[src/rtl/ahb_reg_arbiter.sv]
// Two-requester, single-transfer AHB-Lite master for the 0x8xxx_xxxx register block.
// Round-robin grant in IDLE, then one ADDR phase and one DATA phase per command.
module ahb_reg_arbiter #(
  parameter int unsigned TIMEOUT     = 16,
  parameter logic [3:0]  BASE_NIBBLE = 4'h8
) (
  input  logic        hclk,
  input  logic        hresetn,

  input  logic        req0_valid,
  input  logic        req0_write,
  input  logic [15:0] req0_addr,
  input  logic [31:0] req0_wdata,
  output logic        req0_ready,
  output logic        req0_done,
  output logic [31:0] req0_rdata,
  output logic        req0_err,

  input  logic        req1_valid,
  input  logic        req1_write,
  input  logic [15:0] req1_addr,
  input  logic [31:0] req1_wdata,
  output logic        req1_ready,
  output logic        req1_done,
  output logic [31:0] req1_rdata,
  output logic        req1_err,

  output logic [31:0] haddr,
  output logic [1:0]  htrans,
  output logic        hwrite,
  output logic [2:0]  hsize,
  output logic [2:0]  hburst,
  output logic [31:0] hwdata,
  input  logic [31:0] hrdata,
  input  logic        hready,
  input  logic [1:0]  hresp
);

  typedef enum logic [1:0] {StIdle, StAddr, StData} state_e;

  // Abort fires on the hready-low cycle that would make the count reach TIMEOUT.
  localparam logic [7:0] TimeoutLast = 8'(TIMEOUT - 1);

  state_e      state_q, state_d;
  logic        owner_q, owner_d;
  logic        last_q, last_d;
  logic        write_q, write_d;
  logic [13:0] addr_q, addr_d;
  logic [31:0] wdata_q, wdata_d;
  logic [7:0]  cnt_q, cnt_d, cnt_inc;
  logic [1:0]  ready_q, ready_d;
  logic [1:0]  done_q, done_d;
  logic [1:0]  err_q, err_d;
  logic [31:0] rdata0_q, rdata0_d;
  logic [31:0] rdata1_q, rdata1_d;
  logic        gnt;
  logic        unused_bits;

  assign unused_bits = ^{req0_addr[1:0], req1_addr[1:0], hresp[1]};
  assign cnt_inc     = (cnt_q == 8'hFF) ? cnt_q : cnt_q + 8'd1;

  always_comb begin
    state_d  = state_q;
    owner_d  = owner_q;
    last_d   = last_q;
    write_d  = write_q;
    addr_d   = addr_q;
    wdata_d  = wdata_q;
    cnt_d    = cnt_q;
    ready_d  = 2'b00;
    done_d   = 2'b00;
    err_d    = err_q;
    rdata0_d = rdata0_q;
    rdata1_d = rdata1_q;
    gnt      = 1'b0;

    unique case (state_q)
      StIdle: begin
        cnt_d = 8'd0;
        if (req0_valid || req1_valid) begin
          gnt          = (req0_valid && req1_valid) ? ~last_q : req1_valid;
          owner_d      = gnt;
          last_d       = gnt;
          write_d      = gnt ? req1_write : req0_write;
          addr_d       = gnt ? req1_addr[15:2] : req0_addr[15:2];
          wdata_d      = gnt ? req1_wdata : req0_wdata;
          ready_d[gnt] = 1'b1;
          state_d      = StAddr;
        end
      end

      StAddr: begin
        if (hready) begin
          state_d = StData;
          cnt_d   = 8'd0;
        end else if (cnt_q == TimeoutLast) begin
          done_d[owner_q] = 1'b1;
          err_d[owner_q]  = 1'b1;
          cnt_d           = 8'd0;
          state_d         = StIdle;
        end else begin
          cnt_d = cnt_inc;
        end
      end

      StData: begin
        if (hready) begin
          done_d[owner_q] = 1'b1;
          err_d[owner_q]  = hresp[0];
          if (!write_q) begin
            if (owner_q) rdata1_d = hrdata;
            else         rdata0_d = hrdata;
          end
          cnt_d   = 8'd0;
          state_d = StIdle;
        end else if (cnt_q == TimeoutLast) begin
          done_d[owner_q] = 1'b1;
          err_d[owner_q]  = 1'b1;
          cnt_d           = 8'd0;
          state_d         = StIdle;
        end else begin
          cnt_d = cnt_inc;
        end
      end

      default: state_d = StIdle;
    endcase
  end

  always_ff @(posedge hclk) begin
    if (!hresetn) begin
      state_q  <= StIdle;
      owner_q  <= 1'b0;
      last_q   <= 1'b1;
      write_q  <= 1'b0;
      addr_q   <= '0;
      wdata_q  <= '0;
      cnt_q    <= '0;
      ready_q  <= '0;
      done_q   <= '0;
      err_q    <= '0;
      rdata0_q <= '0;
      rdata1_q <= '0;
    end else begin
      state_q  <= state_d;
      owner_q  <= owner_d;
      last_q   <= last_d;
      write_q  <= write_d;
      addr_q   <= addr_d;
      wdata_q  <= wdata_d;
      cnt_q    <= cnt_d;
      ready_q  <= ready_d;
      done_q   <= done_d;
      err_q    <= err_d;
      rdata0_q <= rdata0_d;
      rdata1_q <= rdata1_d;
    end
  end

  always_comb begin
    htrans = (state_q == StAddr) ? 2'b10 : 2'b00;
    haddr  = (state_q == StAddr) ? {BASE_NIBBLE, 12'h000, addr_q, 2'b00} : 32'h0;
    hwrite = (state_q == StAddr) && write_q;
    hwdata = ((state_q == StData) && write_q) ? wdata_q : 32'h0;
  end

  assign hsize      = 3'b010;
  assign hburst     = 3'b000;
  assign req0_ready = ready_q[0];
  assign req1_ready = ready_q[1];
  assign req0_done  = done_q[0];
  assign req1_done  = done_q[1];
  assign req0_err   = err_q[0];
  assign req1_err   = err_q[1];
  assign req0_rdata = rdata0_q;
  assign req1_rdata = rdata1_q;

endmodule

[config.mk]
export PLATFORM = sky130hd
export DESIGN_NAME = ahb_reg_arbiter
export DESIGN_NICKNAME = d
export VERILOG_FILES = /design/src/rtl/ahb_reg_arbiter.sv
export SDC_FILE = /design/constraint.sdc
export NUM_CORES = 1
export LEC_CHECK = 0
export CORE_UTILIZATION = 30
export CTS_CLUSTER_DIAMETER = 50
export CTS_CLUSTER_SIZE = 28
export DETAILED_ROUTE_END_ITERATION = 12
export SETUP_SLACK_MARGIN = 0.05
export SKIP_CTS_REPAIR_TIMING = 1
export SLEW_MARGIN = 20
export SYNTH_ARGS = -nofsm -noshare
export SYNTH_HDL_FRONTEND = slang
export SYNTH_SLANG_ARGS = --single-unit
[constraint.sdc]
create_clock -name hclk -period 4.8 [get_ports hclk]
set_clock_uncertainty 0.1 [all_clocks]
set_input_delay 0.72 -clock hclk [delete_from_list [all_inputs] [get_ports hclk]]
set_output_delay 0.72 -clock hclk [all_outputs]
set_load 0.005 [all_outputs]
==> reports/qor.yml <==
outcome:
  outcome: "completed"
synthesis:
  yosys_warnings: 0
  async_flop_share_pct: 0
  synth_edf_count: 0
  synth_area_leaders: "dfxtp_1 (43%), nand2_1 (11%), mux2i_1 (7.8%)"
  yosys_most_used_dff: "dfxtp_1"
  yosysSeqAreaShare_pct: 42.7
  synthDistinctLibCells: 44
  synth-seq-cells: 129
  syn_area_um2: 6050
  synth.largest_area_cell: "dfxtp_1"
  synth.top_cell.area_share_pct: 42.7
  avgSynthCellArea_um2: 8.78
  netlist_instances: 689
die:
  die-area_um2: 20700
  rows: 51
  io_pins: 280
  start_util_pct: 30.9
  die_w_um: 144
  core_um2: 19600
  die_h_um: 144
final_layout:
  num_antenna_cells: 0
  finalNonFillerCells: 1185
  final_common_cell: "clkdlybuf4s50_1"
  layout.cells.most_common_list: "clkdlybuf4s50_1 (249), nand2_1 (183), dfxtp_1 (129)"
  drive_above_1_share_pct: 5.65
  area_delta_synth_final_pct: 52.2
  finalNetCount: 1050
timing:
  slew_headroom_pct: 32.4
  hold_violations: 0
  setup_violations: 0
  worst_slew_pin_slew_ns: 1.01
  rsz0062_at_grt: "false"
  drv_slew: 0
  fmax_mhz: 313
  finalCriticalPeriod_ns: 3.19
  hold_ws_ns: 0.349
  period_share_pct: 66.5
  fin_setup_tns_ns: 0
power:
  power_frac_seq_pct: 39.8
  peakVddDrop_mv: 0.213
  power.density_nw_per_um2: 323
  power.share.switching_pct: 25.0
  power.leakage_nw: 3.84
  power.total_w: 0.00297
  p_int_w: 0.00223
  power_switching_w: 0.000743
  clockPowerShare_pct: 44.3
  comb_power_share_pct: 15.9
drt:
  met3_length_um: 1960
  wl_met2_um: 7280
  vias: 5414
  first_pass_iters: 5
  wire_per_inst_um: 14.3
  drc_errors: 0
  wl_met1_um: 7530
  drt_iter0_drc: 142
  finalWirelength_um: 17000
  vias_per_cell: 4.57
  ant_nets: 0
  top_layer_used: "met4"
global_route:
  grt_pass1_wl_um: 26400
  first_global_vias: 5010
  grt_max_degree: 98
  antenna_found_initial: 0
  grt_usage_pct: 16.5
  overflow: 0
flow_run:
  drv_cap: 0
clocking:
  clock_latency_ns: 0.40
  clock_sinks: 129
  clockBufferDepth: 2
  cts_tree: "done"
  h-tree-depth: 4
  cts_buffers: 17
  root_buffer: "clkbuf_16"
  clk_pin_slew_worst_paths_ns: 0.06
setup_path:
  crit_required_ns: 3.98
  end_kind: "output port"
  arrival_ns: 2.37
  timing.critical_path.from_type: "flip-flop"
  critPathKind: "reg2out"
  crit_fanout: 24
place:
  gp_congestion: 0.712
  port_buffers: 250
  place_inst: 1154
  detailed_place_hpwl_um: 11400
worst_hold_path:
  hold_class: "reg2reg"
cells in the mapped netlist (all sizes together), types with 2 or more instances:
master,n
nand3,2
a21oi,12
o2111ai,2
and3,36
o211a,47
a21boi,68
o21a,2
or4,2
nand2,184
dfxtp,129
buf,57
nand4,3
xor2,2
or3,4
ha,5
clkbuf,23
nor2,11
conb,2
nand2b,3
and2,15
o31ai,3
nor4,3
o21ai,9
mux2i,47
nor2b,2
inv,7
nor3,2
metal layers:
metal  global-route usage (%)  vias to the layer above
met5                        0                        -
met4                     5.21                        0
met3                     7.85                       14
met2                     25.4                      211
met1                     20.3                     2444
li1                         -                     2745
power groups by stage:
| stage | sequential [W] | clock [W] | combinational (W) |
|---|---|---|---|
| after detailed placement | 0.00120 | 0 | 0.000478 |
| after global placement | 0.00120 | 0 | 0.000476 |
| final | 0.00118 | 0.00132 | 0.000473 |
| after global routing | 0.00119 | 0.00141 | 0.000524 |
| after floorplan | 0.00120 | 0 | 0.000278 |
| after CTS | 0.00118 | 0.00136 | 0.000480 |
logic make-up (layout without fill, tap and decap cells):
family	count (synthesis)	in the layout	share of synthesized area, %
other	2	24	0.124
and+or+nand+nor	268	268	20.1
buffers and inverters	87	296	8.08
DFF	129	129	42.7
AOI/OAI and AO/OA	149	149	20.0
adders and majority gates	5	5	1.03
muxes	47	47	7.77
xor gates and xnor gates	2	2	0.289
metrics by stage:
step	worst slack [ns]	util, %	instance area, um2
after CTS	1.35	47.0	9210
final	1.61	47.0	9210
after detailed placement	1.81	43.9	8610
after global placement	1.81	43.9	8610
after floorplan	2.74	-	6130
after global routing	1.39	47.0	9210
flip-flops by register name, indices dropped and copies added (netlist names):
name / count
req1_rdata: 32
last_q: 1
wdata_q: 32
cnt_q: 8
write_q: 1
done_q: 2
err_q: 2
state_q: 2
owner_q: 1
ready_q: 2
addr_q: 14
req0_rdata: 32
final timing paths:
path	start	endpoint	slack, ns	depth (start not counted)
setup reg to reg	state_q[0]	req0_rdata[30]	2.44	8
setup / recovery	state_q[1]	haddr[6]	1.61	4
hold / removal	req1_rdata[8]	req1_rdata[8]	0.35	2
hold reg to reg	req1_rdata[8]	req1_rdata[8]	0.35	2
worst max-delay path: stages, from the launching register on:
cell and delay (ns):
dfxtp_1 0.33, inv_1 0.10, ha_1 0.78, and2_1 0.22, clkdlybuf4s50_1 0.54
cell type report:
cell class                      instances  area (um2)
Fill cell                            1947       10400
Timing Repair Buffer                  258        2570
Sequential cell                       129        2580
Inverter                                7        26.3
Multi-Input combinational cell        495        3100
Clock inverter                         13         161
Tap cell                              265         332
Clock buffer                           18         439
Note: power is estimated with default switching activity, not from simulation.
